**src/rtl/rgb_sequencer.sv**
```systemverilog
// Palette-driven RGB colour sequencer feeding a PWM controller's duty inputs.
// Define RGB_SEQ_FADE_EN to crossfade between palette entries instead of switching.
module rgb_sequencer #(
  parameter int unsigned PRESCALE = 1000,
  parameter int unsigned DEPTH    = 4
) (
  input  logic        clk,
  input  logic        rst,
  input  logic        start,
  input  logic        stop,
  input  logic        wr_en,
  input  logic [1:0]  wr_addr,
  input  logic [23:0] wr_data,
  input  logic [1:0]  last_idx,
  input  logic [15:0] hold,
  output logic [7:0]  rout,
  output logic [7:0]  gout,
  output logic [7:0]  bout,
  output logic        busy,
  output logic        step
);

`ifdef RGB_SEQ_FADE_EN
  typedef enum logic [1:0] {IDLE = 2'd0, HOLD = 2'd1, FADE = 2'd2} state_t;
`else
  typedef enum logic [0:0] {IDLE = 1'b0, HOLD = 1'b1} state_t;
`endif

  localparam logic [15:0] PRE_LAST = 16'(PRESCALE - 1);

  state_t      state, state_n;
  logic [1:0]  idx, idx_n, nxt;
  logic [15:0] presc, presc_n;
  logic [15:0] cnt, cnt_n;
  logic [15:0] hold_eff;
  logic [7:0]  r_n, g_n, b_n;
  logic        step_n;
  logic        tick;
  logic        expire;
  logic [23:0] pal [DEPTH];

`ifdef RGB_SEQ_FADE_EN
  logic [1:0]  tgt, tgt_n;
  logic [23:0] tcol;

  function automatic logic [7:0] toward(input logic [7:0] cur, input logic [7:0] dst);
    if (cur < dst) return cur + 8'd1;
    if (cur > dst) return cur - 8'd1;
    return cur;
  endfunction

  assign tcol = pal[tgt];
`endif

  assign tick     = (presc == PRE_LAST);
  assign hold_eff = (hold == 16'd0) ? 16'd1 : hold;
  assign expire   = ({1'b0, cnt} + 17'd1) >= {1'b0, hold_eff};
  assign nxt      = (idx >= last_idx) ? 2'd0 : idx + 2'd1;
  assign busy     = (state != IDLE);

  // Palette writes land on the edge; a same-edge load still sees the old entry.
  always_ff @(posedge clk or negedge rst) begin
    if (!rst) begin
      for (int unsigned i = 0; i < DEPTH; i++) pal[i] <= '0;
    end else if (wr_en) begin
      pal[wr_addr] <= wr_data;
    end
  end

  always_ff @(posedge clk or negedge rst) begin
    if (!rst) begin
      state <= IDLE;
      idx   <= '0;
      presc <= '0;
      cnt   <= '0;
      rout  <= '0;
      gout  <= '0;
      bout  <= '0;
      step  <= 1'b0;
`ifdef RGB_SEQ_FADE_EN
      tgt   <= '0;
`endif
    end else begin
      state <= state_n;
      idx   <= idx_n;
      presc <= presc_n;
      cnt   <= cnt_n;
      rout  <= r_n;
      gout  <= g_n;
      bout  <= b_n;
      step  <= step_n;
`ifdef RGB_SEQ_FADE_EN
      tgt   <= tgt_n;
`endif
    end
  end

  always_comb begin
    state_n = state;
    idx_n   = idx;
    cnt_n   = cnt;
    presc_n = tick ? '0 : presc + 16'd1;
    r_n     = rout;
    g_n     = gout;
    b_n     = bout;
    step_n  = 1'b0;
`ifdef RGB_SEQ_FADE_EN
    tgt_n   = tgt;
`endif
    unique case (state)
      IDLE: begin
        r_n = '0;
        g_n = '0;
        b_n = '0;
        if (start) begin
          state_n           = HOLD;
          idx_n             = '0;
          cnt_n             = '0;
          presc_n           = '0;
          {r_n, g_n, b_n}   = pal[0];
        end
      end
      HOLD: begin
        if (tick) begin
          if (expire) begin
            cnt_n = '0;
`ifdef RGB_SEQ_FADE_EN
            state_n = FADE;
            tgt_n   = nxt;
`else
            idx_n           = nxt;
            {r_n, g_n, b_n} = pal[nxt];
            step_n          = 1'b1;
            presc_n         = '0;
`endif
          end else begin
            cnt_n = cnt + 16'd1;
          end
        end
      end
`ifdef RGB_SEQ_FADE_EN
      FADE: begin
        if (tick) begin
          r_n = toward(rout, tcol[23:16]);
          g_n = toward(gout, tcol[15:8]);
          b_n = toward(bout, tcol[7:0]);
          // Arrival is judged on the stepped values so step coincides with the final move.
          if ({r_n, g_n, b_n} == tcol) begin
            state_n = HOLD;
            idx_n   = tgt;
            step_n  = 1'b1;
            cnt_n   = '0;
            presc_n = '0;
          end
        end
      end
`endif
      default: state_n = IDLE;
    endcase
    if (stop) begin
      state_n = IDLE;
      idx_n   = '0;
      cnt_n   = '0;
      r_n     = '0;
      g_n     = '0;
      b_n     = '0;
      step_n  = 1'b0;
    end
  end

endmodule

```
**config.mk**
```make
export PLATFORM = sky130hd
export DESIGN_NAME = rgb_sequencer
export DESIGN_NICKNAME = d
export VERILOG_FILES = /design/src/rtl/rgb_sequencer.sv
export SDC_FILE = /design/constraint.sdc
export NUM_CORES = 1
export LEC_CHECK = 0
export ABC_AREA = 1
export BUFFER_PORTS_ARGS = -buffer_cell sky130_fd_sc_hd__buf_4
export CAP_MARGIN = 0
export CORE_MARGIN = 8
export CORE_UTILIZATION = 60
export DETAILED_ROUTE_END_ITERATION = 10
export PLACE_DENSITY = 0.8
export SLEW_MARGIN = 20
export SYNTH_ARGS = -nofsm -noshare
export SYNTH_HDL_FRONTEND = slang
export SYNTH_SLANG_ARGS = --single-unit
```
**constraint.sdc**
```tcl
create_clock -name clk -period 3.3 [get_ports clk]
set_clock_uncertainty 0.2 [all_clocks]
set_input_delay 0.33 -clock clk [delete_from_list [all_inputs] [get_ports clk]]
set_output_delay 0.33 -clock clk [all_outputs]
set_load 0.02 [all_outputs]
```
==> results of run 1 <==
[registers in the layout, indices dropped and copies added, names as in the netlist]
| register | count |
|---|---|
| pal | 96 |
| cnt | 16 |
| presc | 16 |
| bout | 8 |
| gout | 8 |
| rout | 8 |
| idx | 2 |
| busy | 1 |
| step | 1 |
[per-layer routing]
metal	part of all wire	up-vias	GRT usage
li1	-	3679	-
met1	0.42	3639	0.3159
met2	0.49	334	0.3926
met3	0.074	43	0.05572
met4	0.018	0	0.08609
met5	0	-	0
[critical path: stages (launching register included)]
cell and delay, ps:
dfrtp_1 400, ha_2 220, nand2_1 70, nor2_2 100, nand2_2 100, nor2_4 120
nand2_1 110, xor2_2 260, ha_4 250, a21oi_2 140, nor2_1 60, nor2_1 80
nand3_1 120, nor2_4 210, nand3_4 200, clkbuf_16 270, nand3_1 90, nand2_1 80
[final timing paths]
path | from | slack, ps | cells past startpoint | to
worst max-delay path | cnt[0] | 120 | 17 | gout[0]
worst min-delay path | wr_data[13] | 6 | 3 | pal[61]
worst max register to register | cnt[0] | 120 | 17 | gout[0]
worst min register to register | presc[0] | 260 | 1 | presc[0]
max in group asynchronous | rst | 1750 | 3 | pal[22]
min in group asynchronous | rst | 300 | 2 | cnt[2]
[kinds of logic (layout without fill, tap and decap cells)]
kind of cell,count (synthesis),count (layout)
buf+inv,159,236
compound gates,180,180
fa+ha+maj,20,20
flops,156,156
simple gates,536,538
xor+xnor,16,16
[layout by cell type, fill, tap and decap left out, types with 3 or more instances in the layout]
cell type and instances:
clkinv_2 4, ha_1 18, clkinv_4 3, nand2_2 4, nor3b_1 4, nand4_1 59, clkbuf_16 20, nand2_1 306
dlygate4sd3_1 3, o22ai_1 5, dfrtp_1 156, o21ai_1 11, nor4_1 7, o21a_1 3, xor2_1 11, nand3_2 4
o21ai_0 119, nand3_1 98, xnor2_1 4, nor2_1 38, bufinv_16 4, nor3_1 11, buf_4 100, a21oi_1 38
inv_1 90, inv_2 5
[final cells by class]
type / count / share of cell area
flip-flops and latches: 156 / 0.3992
multi-input cells: 754 / 0.3850
repair buffers: 109 / 0.09225
clock buffers: 21 / 0.04708
inverters: 95 / 0.03646
well taps: 180 / 0.02303
clock inverters: 11 / 0.01702
[metrics by stage]
step                      TNS [ps]  instances  instance area, µm²  hold WS (ps)
after floorplan                  0       1067                8262        -165.6
after global placement           0       1278                8910         208.4
after detailed placement         0       1278                8910         208.8
after CTS                        0       1313                9567         2.771
after global routing         -1871       1326                9779         12.71
final                            0       1326                9779         6.450
[repair_timing]
action	4_1_cts	5_1_grt
gates resized for setup	0	11
endpoints found under the hold margin	82	0
buffers inserted	0	8
hold buffers	3	0
setup endpoints to repair	0	40
[where the power goes]
| part | internal (W) | switching, W |
|---|---|---|
| clock | 0.00130 | 0.000759 |
| sequential | 0.00215 | 0.000149 |
| combinational | 0.000331 | 0.000509 |
| total | 0.00378 | 0.00142 |
==> metrics.txt, run 1 <==
worst-margin pin slew 938.7 ps; dpl ws 82.70 ps; Synth area leaders dfrtp_1 47%, nand2_1 14%, o21ai_0 7.2%; IO Pins 75; Die Area 17780 µm²; Worst setup EP type register; area of the multi-input gates approximately 3800 µm²; total global-route track usage 0.2435; Diodes inserted 0; Max IR drop VDD between 0.3 and 0.4 mV; final core occ 0.7156; residual DRC count 0; largest net degree at the start of global routing 82; Port-buffer cells 74; Post-synth top cells 306 x nand2_1, 156 x dfrtp_1, 119 x o21ai_0, 98 x nand3_1, 90 x inv_1; vias in the first global route 7293; post-synthesis simple-gate area fraction 0.2882; fin crit share 0.9648; Post-DRT Antenna Nets 0; MaxCap Viol Count 0; nets 1202; Crit Path Max Fanout 9; Hold/Removal Path Class in2reg; area grow syn2layout 18.37%; count leader, synth nand2_1; Die X around 130 µm; Core ar. 13670 µm²; Rows 43; clk slew on worst S/H paths 60 ps; global-route congestion overflow total 0; final hold vios 0; Netlist cell types 32; Synth async-reset ratio 1.000; final total power 0.005198 W; Pleak 4.920 nW; post-synthesis mux area share 0; sequential share of the synthesized area 0.4725; fin crit period 3184 ps; initial antenna violation count 0; CTS tree built; Yosys top cell by area dfrtp_1; Pins Over Slew Limit 0; later-pin clock latency in the skew report 430 ps; WL/cell 16.49 µm; Synth Area in Adders 0.03029; Detail Placement HPWL around 14000 µm; number of buffers created by CTS 17; largest family of logic cells by synthesized area simple AND/OR/NAND/NOR gates; WP data arrival between 3000 and 4000 ps; synthesized area per cell ~7.7 µm²; share of cells above drive strength 1 0.1387; Die H 133.3 µm; Storage cell area around 3900 µm²; Synth Instances between 1000 and 1500; synthesized net count 1136; Max-slew headroom 0.3735; Max Clk Rate 314.1 MHz; area fraction in compound gates after synthesis 0.1118; Pwr Density about 530 nW/µm²; WP data required 3410 ps; CTS H-tree depth 4; initial drt markers about 780; status completed; Synth Cell Area 8262 µm²; vias per cell between 5 and 6; post-synth top area share 0.4725; Yosys reg bits 156; first-pass GRT wire length approximately 35000 µm; Post-synth EDFFs 0; Worst setup SP type register; RePlAce Congestion 0.8867; Fillers 1094; kind of critical path reg2reg; starting density of the core 0.6046; YS warnings 0; final setup fails 0; Primary FF master, synth dfrtp_1; setup ws final 116.2 ps; xor/xnor share of the synthesized area 0.01696; CTS Sinks roughly 160; final wirelength 21860 µm; CTS Root Buffer Type clkbuf_16; drt first pass iters 6; via count between 7000 and 8000; clk buf depth 2
No activity file was read; power rests on OpenSTA's default activity.
==> run 2: changes to the inputs <==
SETUP_SLACK_MARGIN = 0.4   (was unset)
clock period = 3.7 ns   (was 3.3 ns; I/O delays follow)
==> metrics.txt, run 2 (synthesized netlist as in run 1, its figures left out) <==
vias per cell 5.732 (was 5.803); area grow syn2layout 16.31% (was 18.37%); Detail Placement HPWL 13120 µm (was 13610 µm); DP Area 8875 µm² (was 8910 µm²); final setup fails 0 (unchanged); Die H 133.3 µm (unchanged); WL/cell 16.14 µm (was 16.49 µm); residual DRC count 0 (unchanged); Worst setup SP type register (unchanged); total global-route track usage 0.2392 (was 0.2435); Hold/Removal Path Class in2reg (unchanged); Post-DRT Antenna Nets 0 (unchanged); clk slew on worst S/H paths 60 ps (about the same); Max IR drop VDD 0.4027 mV (was 0.3692 mV); Core ar. 13670 µm² (unchanged); CTS H-tree depth 4 (unchanged); via count 7549 (was 7695); final core occ 0.7032 (was 0.7156); Worst Min Path Start start (was wr_data[13]); vias in the first global route 7112 (was 7293); first-pass GRT wire length 35070 µm (was 35440 µm); Diodes inserted 0 (unchanged); fin crit period 3106 ps (was 3184 ps); status completed (unchanged); Crit Path Max Fanout 5 (was 9); IO Pins 75 (unchanged); nets 1194 (was 1202); Rows 43 (unchanged); Pwr Density 461.2 nW/µm² (was 531.6 nW/µm²); number of buffers created by CTS 17 (unchanged); starting density of the core 0.6046 (unchanged); final hold vios 0 (unchanged); kind of critical path reg2reg (unchanged); RSZ-0062 raised after global routing true; drt first pass iters 5 (was 6); Port-buffer cells 74 (unchanged); initial drt markers 794 (was 784); initial antenna violation count 0 (unchanged); Fillers 1096 (was 1094); MaxCap Viol Count 0 (unchanged); CTS Root Buffer Type clkbuf_16 (unchanged); CTS tree built (unchanged); Critical Path Start cnt[1] (was cnt[0]); commonest non-fill, non-tap cells in the layout 306 x nand2_1, 156 x dfrtp_1, 119 x o21ai_0, 96 x buf_4, 92 x nand3_1 (was 306 x nand2_1, 156 x dfrtp_1, 119 x o21ai_0, 100 x buf_4, 98 x nand3_1); RePlAce Congestion 0.8561 (was 0.8867); Pins Over Slew Limit 0 (unchanged); Reg with most FFs pal (unchanged); Max-slew headroom 0.2900 (was 0.3735); WP data required 3820 ps (was 3410 ps); Worst setup EP type register (unchanged); final std cell area, no fill 9609 µm² (was 9779 µm²); largest net degree at the start of global routing 114 (was 82); max reg flops 96 (unchanged); final wirelength 21260 µm (was 21860 µm); most common cell after layout, fill and taps aside nand2_1 (unchanged); later-pin clock latency in the skew report 430 ps (about the same); Max Clk Rate 322.0 MHz (was 314.1 MHz); reg2reg start cnt[1] (was cnt[0]); share of cells above drive strength 1 0.1354 (was 0.1387); CTS Sinks 156 (unchanged); Largest regs pal: 96 flops, cnt: 16 flops, presc: 16 flops (unchanged); Die X 133.3 µm (unchanged); global-route congestion overflow total 0 (unchanged); fin crit share 0.8394 (was 0.9648); clk buf depth 2 (unchanged); worst-margin pin slew 1064 ps (was 938.7 ps); WP data arrival 3220 ps (was 3300 ps); Pleak 4.809 nW (was 4.920 nW); Die Area 17780 µm² (unchanged); Sum Neg Setup Slack 0 ps (unchanged)
[run 2: cell count changes in the layout (fill, tap and decap cells not counted), sizes merged]
cell and change:
nand3 +1, clkinvlp +3, bufinv -3, dlygate4sd3 -2, clkbuf -1, buf -5, inv +1, clkinv -3
[run 2: repair_timing]
action / CTS / global route
hold endpoints to repair: 111 / 0
setup endpoints to repair: 0 / 42
setup buffers: 0 / 6
resized for setup: 0 / 17
hold buffers: 1 / 0
[run 2: cell type report]
cell class | instances | area, µm² | area share
Sequential cell | 156 | 3904 | 0.4062
Multi-Input combinational cell | 755 | 3804 | 0.3958
Timing Repair Buffer | 100 | 767.0 | 0.07982
Clock buffer | 22 | 464.2 | 0.04831
Inverter | 95 | 356.6 | 0.03711
Tap cell | 180 | 225.2 | 0.02344
Clock inverter | 9 | 88.84 | 0.009245
[run 2: metrics by stage]
step | worst slack, ps | std cells | hold WS [ps] | total power, W
final | 594.4 | 1317 | 23.69 | 0.004432
after global routing | 343.2 | 1317 | 21.62 | 0.004639
after CTS | 413.5 | 1307 | 2.419 | 0.004429
after detailed placement | 438.0 | 1275 | 261.2 | 0.002780
after global placement | 586.6 | 1275 | 251.6 | 0.002756
after floorplan | 949.0 | 1067 | -125.6 | 0.002523
[run 2: metal layers]
metal / vias up / wire length, µm / global-route usage
li1: 3666 / - / -
met1: 3562 / 9402 / 0.3279
met2: 293 / 10140 / 0.3728
met3: 28 / 1457 / 0.05309
met4: 0 / 258 / 0.07049
met5: - / 0 / 0
[run 2: final timing paths]
check	endpoint	slack (ps)	cells past startpoint
worst max-delay path	gout[1]	590	17
worst min-delay path	presc[15]	20	2
worst max register to register	gout[1]	590	17
worst min register to register	presc[0]	260	1
max in group asynchronous	presc[9]	1960	3
min in group asynchronous	cnt[4]	400	2
[run 2: worst max-delay path: stages, from the launching register on]
cell and delay, ps:
dfrtp_1 360, ha_2 200, nand2_1 70, nor2_1 120
nand2_2 100, nor2_2 120, nand2_1 100, xor2_2 160
ha_1 340, a21oi_1 180, nor2_1 60, nor2_1 80
nand3_1 120, nor2_4 230, nand3_4 180, buf_4 230
nand3_1 80, nand2_1 70
[run 2: where the power goes]
| group | switching [W] | internal (W) |
|---|---|---|
| combinational | 0.000452 | 0.000283 |
| sequential | 0.000130 | 0.00191 |
| clock | 0.000694 | 0.000958 |
| total | 0.00128 | 0.00316 |
==> run 3: changes to the inputs <==
ABC_AREA = 0   (was 1)
PLACE_DENSITY = 0.81   (was 0.8)
clock period = 3.2 ns   (was 3.7 ns; I/O delays follow)
==> metrics.txt, run 3 <==
status finished with violations (was completed); violated checks negative setup slack; Pwr Density 538.3 nW/µm² (was 461.2 nW/µm²); Post-DRT Antenna Nets 0 (unchanged); IO Pins 75 (unchanged); Storage cell area 3905 µm² (was 3904 µm²); count leader, synth dfrtp_1 (was nand2_1); synthesized area per cell 11.90 µm² (was 7.743 µm²); YS warnings 0 (unchanged); Synth Instances 669 (was 1067); commonest non-fill, non-tap cells in the layout 155 x dfrtp_1, 133 x buf_4, 97 x mux2_2, 48 x mux2i_1, 41 x nor2_1 (was 306 x nand2_1, 156 x dfrtp_1, 119 x o21ai_0, 96 x buf_4, 92 x nand3_1); clk buf depth 2 (unchanged); Synth Cell Area 7960 µm² (was 8262 µm²); nets 900 (was 1194); R2R Setup Slk -320 ps (was 590 ps); final non-filler cell total 1020 (was 1317); Inst Count DP 946 (was 1275); Worst setup EP type register (unchanged); later-pin clock latency in the skew report 430 ps (about the same); area grow syn2layout 32.74% (was 16.31%); final wirelength 21320 µm (was 21260 µm); max reg flops 96 (unchanged); kind of critical path reg2reg (unchanged); Worst setup SP type register (unchanged); Hold/Removal Path Class in2async (was in2reg); RePlAce Congestion 0.8501 (was 0.8561); Yosys top cell by area dfrtp_1 (unchanged); Synth async-reset ratio 1.000 (unchanged); CTS Root Buffer Type clkbuf_16 (unchanged); WP data arrival 3630 ps (was 3220 ps); post-synth top area share 0.4904 (was 0.4725); clk slew on worst S/H paths 60 ps (about the same); final setup fails 43 (was 0); CTS H-tree depth 4 (unchanged); Largest regs pal: 96 flops, cnt: 16 flops, presc: 16 flops (unchanged); initial antenna violation count 0 (unchanged); sequential share of the synthesized area 0.4904 (was 0.4725); area of the multi-input gates 4119 µm² (was 3804 µm²); vias per cell 6.107 (was 5.732); Yosys reg bits 156 (unchanged); drt first pass iters 5 (unchanged); fin crit period 3522 ps (was 3106 ps); share of cells above drive strength 1 0.4076 (was 0.1354); Die H 131.2 µm (was 133.3 µm); Die X 131.2 µm (was 133.3 µm); setup ws final -321.9 ps (was 594.4 ps); CTS tree built (unchanged); Diodes inserted 0 (unchanged); first-pass GRT wire length 33480 µm (was 35070 µm); Port-buffer cells 74 (unchanged); Max IR drop VDD 0.4850 mV (was 0.4027 mV); Core ar. 13090 µm² (was 13670 µm²); Primary FF master, synth dfrtp_1 (unchanged); Reg with most FFs pal (unchanged); worst-margin pin slew 668.4 ps (was 1064 ps); largest net degree at the start of global routing 95 (was 114); Netlist cell types 56 (was 32); Rows 42 (was 43); via count 6229 (was 7549); number of buffers created by CTS 17 (unchanged); RSZ-0062 raised after global routing true (unchanged); total global-route track usage 0.2415 (was 0.2392); Pins Over Slew Limit 0 (unchanged); starting density of the core 0.6083 (was 0.6046); MaxCap Viol Count 0 (unchanged); Fillers 731 (was 1096); final hold vios 0 (unchanged); WL/cell 20.90 µm (was 16.14 µm); residual DRC count 0 (unchanged); Synth area leaders dfrtp_1 49%, mux2_2 14%, mux2i_1 6.0% (was dfrtp_1 47%, nand2_1 14%, o21ai_0 7.2%); CTS Sinks 156 (unchanged); WP data required 3310 ps (was 3820 ps); Post-synth top cells 156 x dfrtp_1, 97 x mux2_2, 48 x mux2i_1, 44 x nor2_1, 33 x o21ai_0 (was 306 x nand2_1, 156 x dfrtp_1, 119 x o21ai_0, 98 x nand3_1, 90 x inv_1); Crit Path Max Fanout 4 (was 5); synthesized net count 738 (was 1136); Hold Slack 108.5 ps (was 23.69 ps); Max Clk Rate 283.9 MHz (was 322.0 MHz); vias in the first global route 6520 (was 7112); Post-synth EDFFs 0 (unchanged); final total power 0.005688 W (was 0.004432 W); Pleak 4.762 nW (was 4.809 nW); Max-slew headroom 0.5503 (was 0.2900); most common cell after layout, fill and taps aside dfrtp_1 (was nand2_1); Die Area 17210 µm² (was 17780 µm²); fin crit share 1.101 (was 0.8394); global-route congestion overflow total 0 (unchanged); Detail Placement HPWL 12960 µm (was 13120 µm); initial drt markers 530 (was 794)
run 3: changes by cell type in the layout (fill, tap and decap cells not counted), moves of 25 or more:
cell	change
mux2i_1	+48
nand4_1	-50
buf_4	+37
o21ai_0	-97
dlygate4sd3_1	+25
a21oi_1	-36
inv_1	-62
nand2_1	-290
mux2_2	+97
nand3_1	-79
run 3: layout make-up:
cell class / count / area share
Multi-Input combinational cell: 454 / 0.3898
Sequential cell: 156 / 0.3696
Timing Repair Buffer: 174 / 0.1447
Clock buffer: 19 / 0.04287
Clock inverter: 13 / 0.02226
Tap cell: 176 / 0.02084
Inverter: 28 / 0.009947
run 3: repair_timing:
| item | 4_1_cts | 5_1_grt |
|---|---|---|
| endpoints found under the setup margin | 43 | 43 |
| resized for setup | 15 | 46 |
| endpoints found under the hold margin | 256 | 0 |
| buffers inserted | 6 | 5 |
| pin swaps | 9 | 12 |
| gates cloned | 1 | 4 |
| hold buffers | 26 | 0 |
run 3: cell families (layout without fill, tap and decap cells):
family / after synthesis / after routing / synth area share
flip-flops: 156 / 156 / 0.4904
AND/OR/NAND/NOR: 140 / 140 / 0.09384
AO/OA/AOI/OAI: 102 / 102 / 0.09510
multiplexers: 163 / 163 / 0.2278
XOR/XNOR: 29 / 29 / 0.03191
adder cells (fa/ha/maj): 20 / 20 / 0.03144
buffers and inverters: 59 / 234 / 0.02955
run 3: power by group:
part	leakage, nW	internal (W)	switching [W]
Combinational	2.48	0.000491	0.000412
Clock	0.330	0.00151	0.000827
Sequential	1.95	0.00225	0.000195
Total	4.76	0.00425	0.00143
run 3: path summary, 6_finish.rpt:
kind,endpoint,start,cells after the start
worst max-delay path,rout[7],cnt[1],14
worst max register to register,rout[7],cnt[1],14
worst min register to register,pal[58],pal[58],1
min in group clk,busy,start,4
max in group asynchronous,cnt[0],rst,3
worst min-delay path,presc[7],rst,2
run 3: worst max-delay path, cell delays in order, from the launching register on:
cell and delay (ps):
dfrtp_1 420, ha_4 170, nand2_4 60, or2_4 250, nor2_4 110, xor2_1 170
ha_1 270, a211oi_1 260, nor2_1 120, o311ai_2 360, o221ai_4 200, nor3_4 200
buf_6 160, clkbuf_16 150, mux2_4 290
run 3: layer usage:
metal / routed length, µm / part of all wire / vias to the layer above / GRT usage
met5: 0 / 0 / - / 0
met4: 449 / 0.021 / 0 / 0.08651
met3: 1249 / 0.059 / 39 / 0.06212
li1: - / - / 2775 / -
met2: 11220 / 0.53 / 240 / 0.4201
met1: 8404 / 0.39 / 3175 / 0.2823
run 3: stage by stage:
| step | setup TNS [ps] | setup slack, ps | cell area (µm²) | util |
|---|---|---|---|---|
| after floorplan | -6558 | -403.3 | 8048 | - |
| after global placement | -8881 | -341.1 | 9163 | 0.7002 |
| after CTS | -7846 | -264.2 | 10240 | 0.7824 |
| final | -8876 | -321.9 | 10570 | 0.8075 |
| after global routing | -15930 | -486.3 | 10570 | 0.8075 |
| after detailed placement | -13590 | -528.5 | 9163 | 0.7002 |
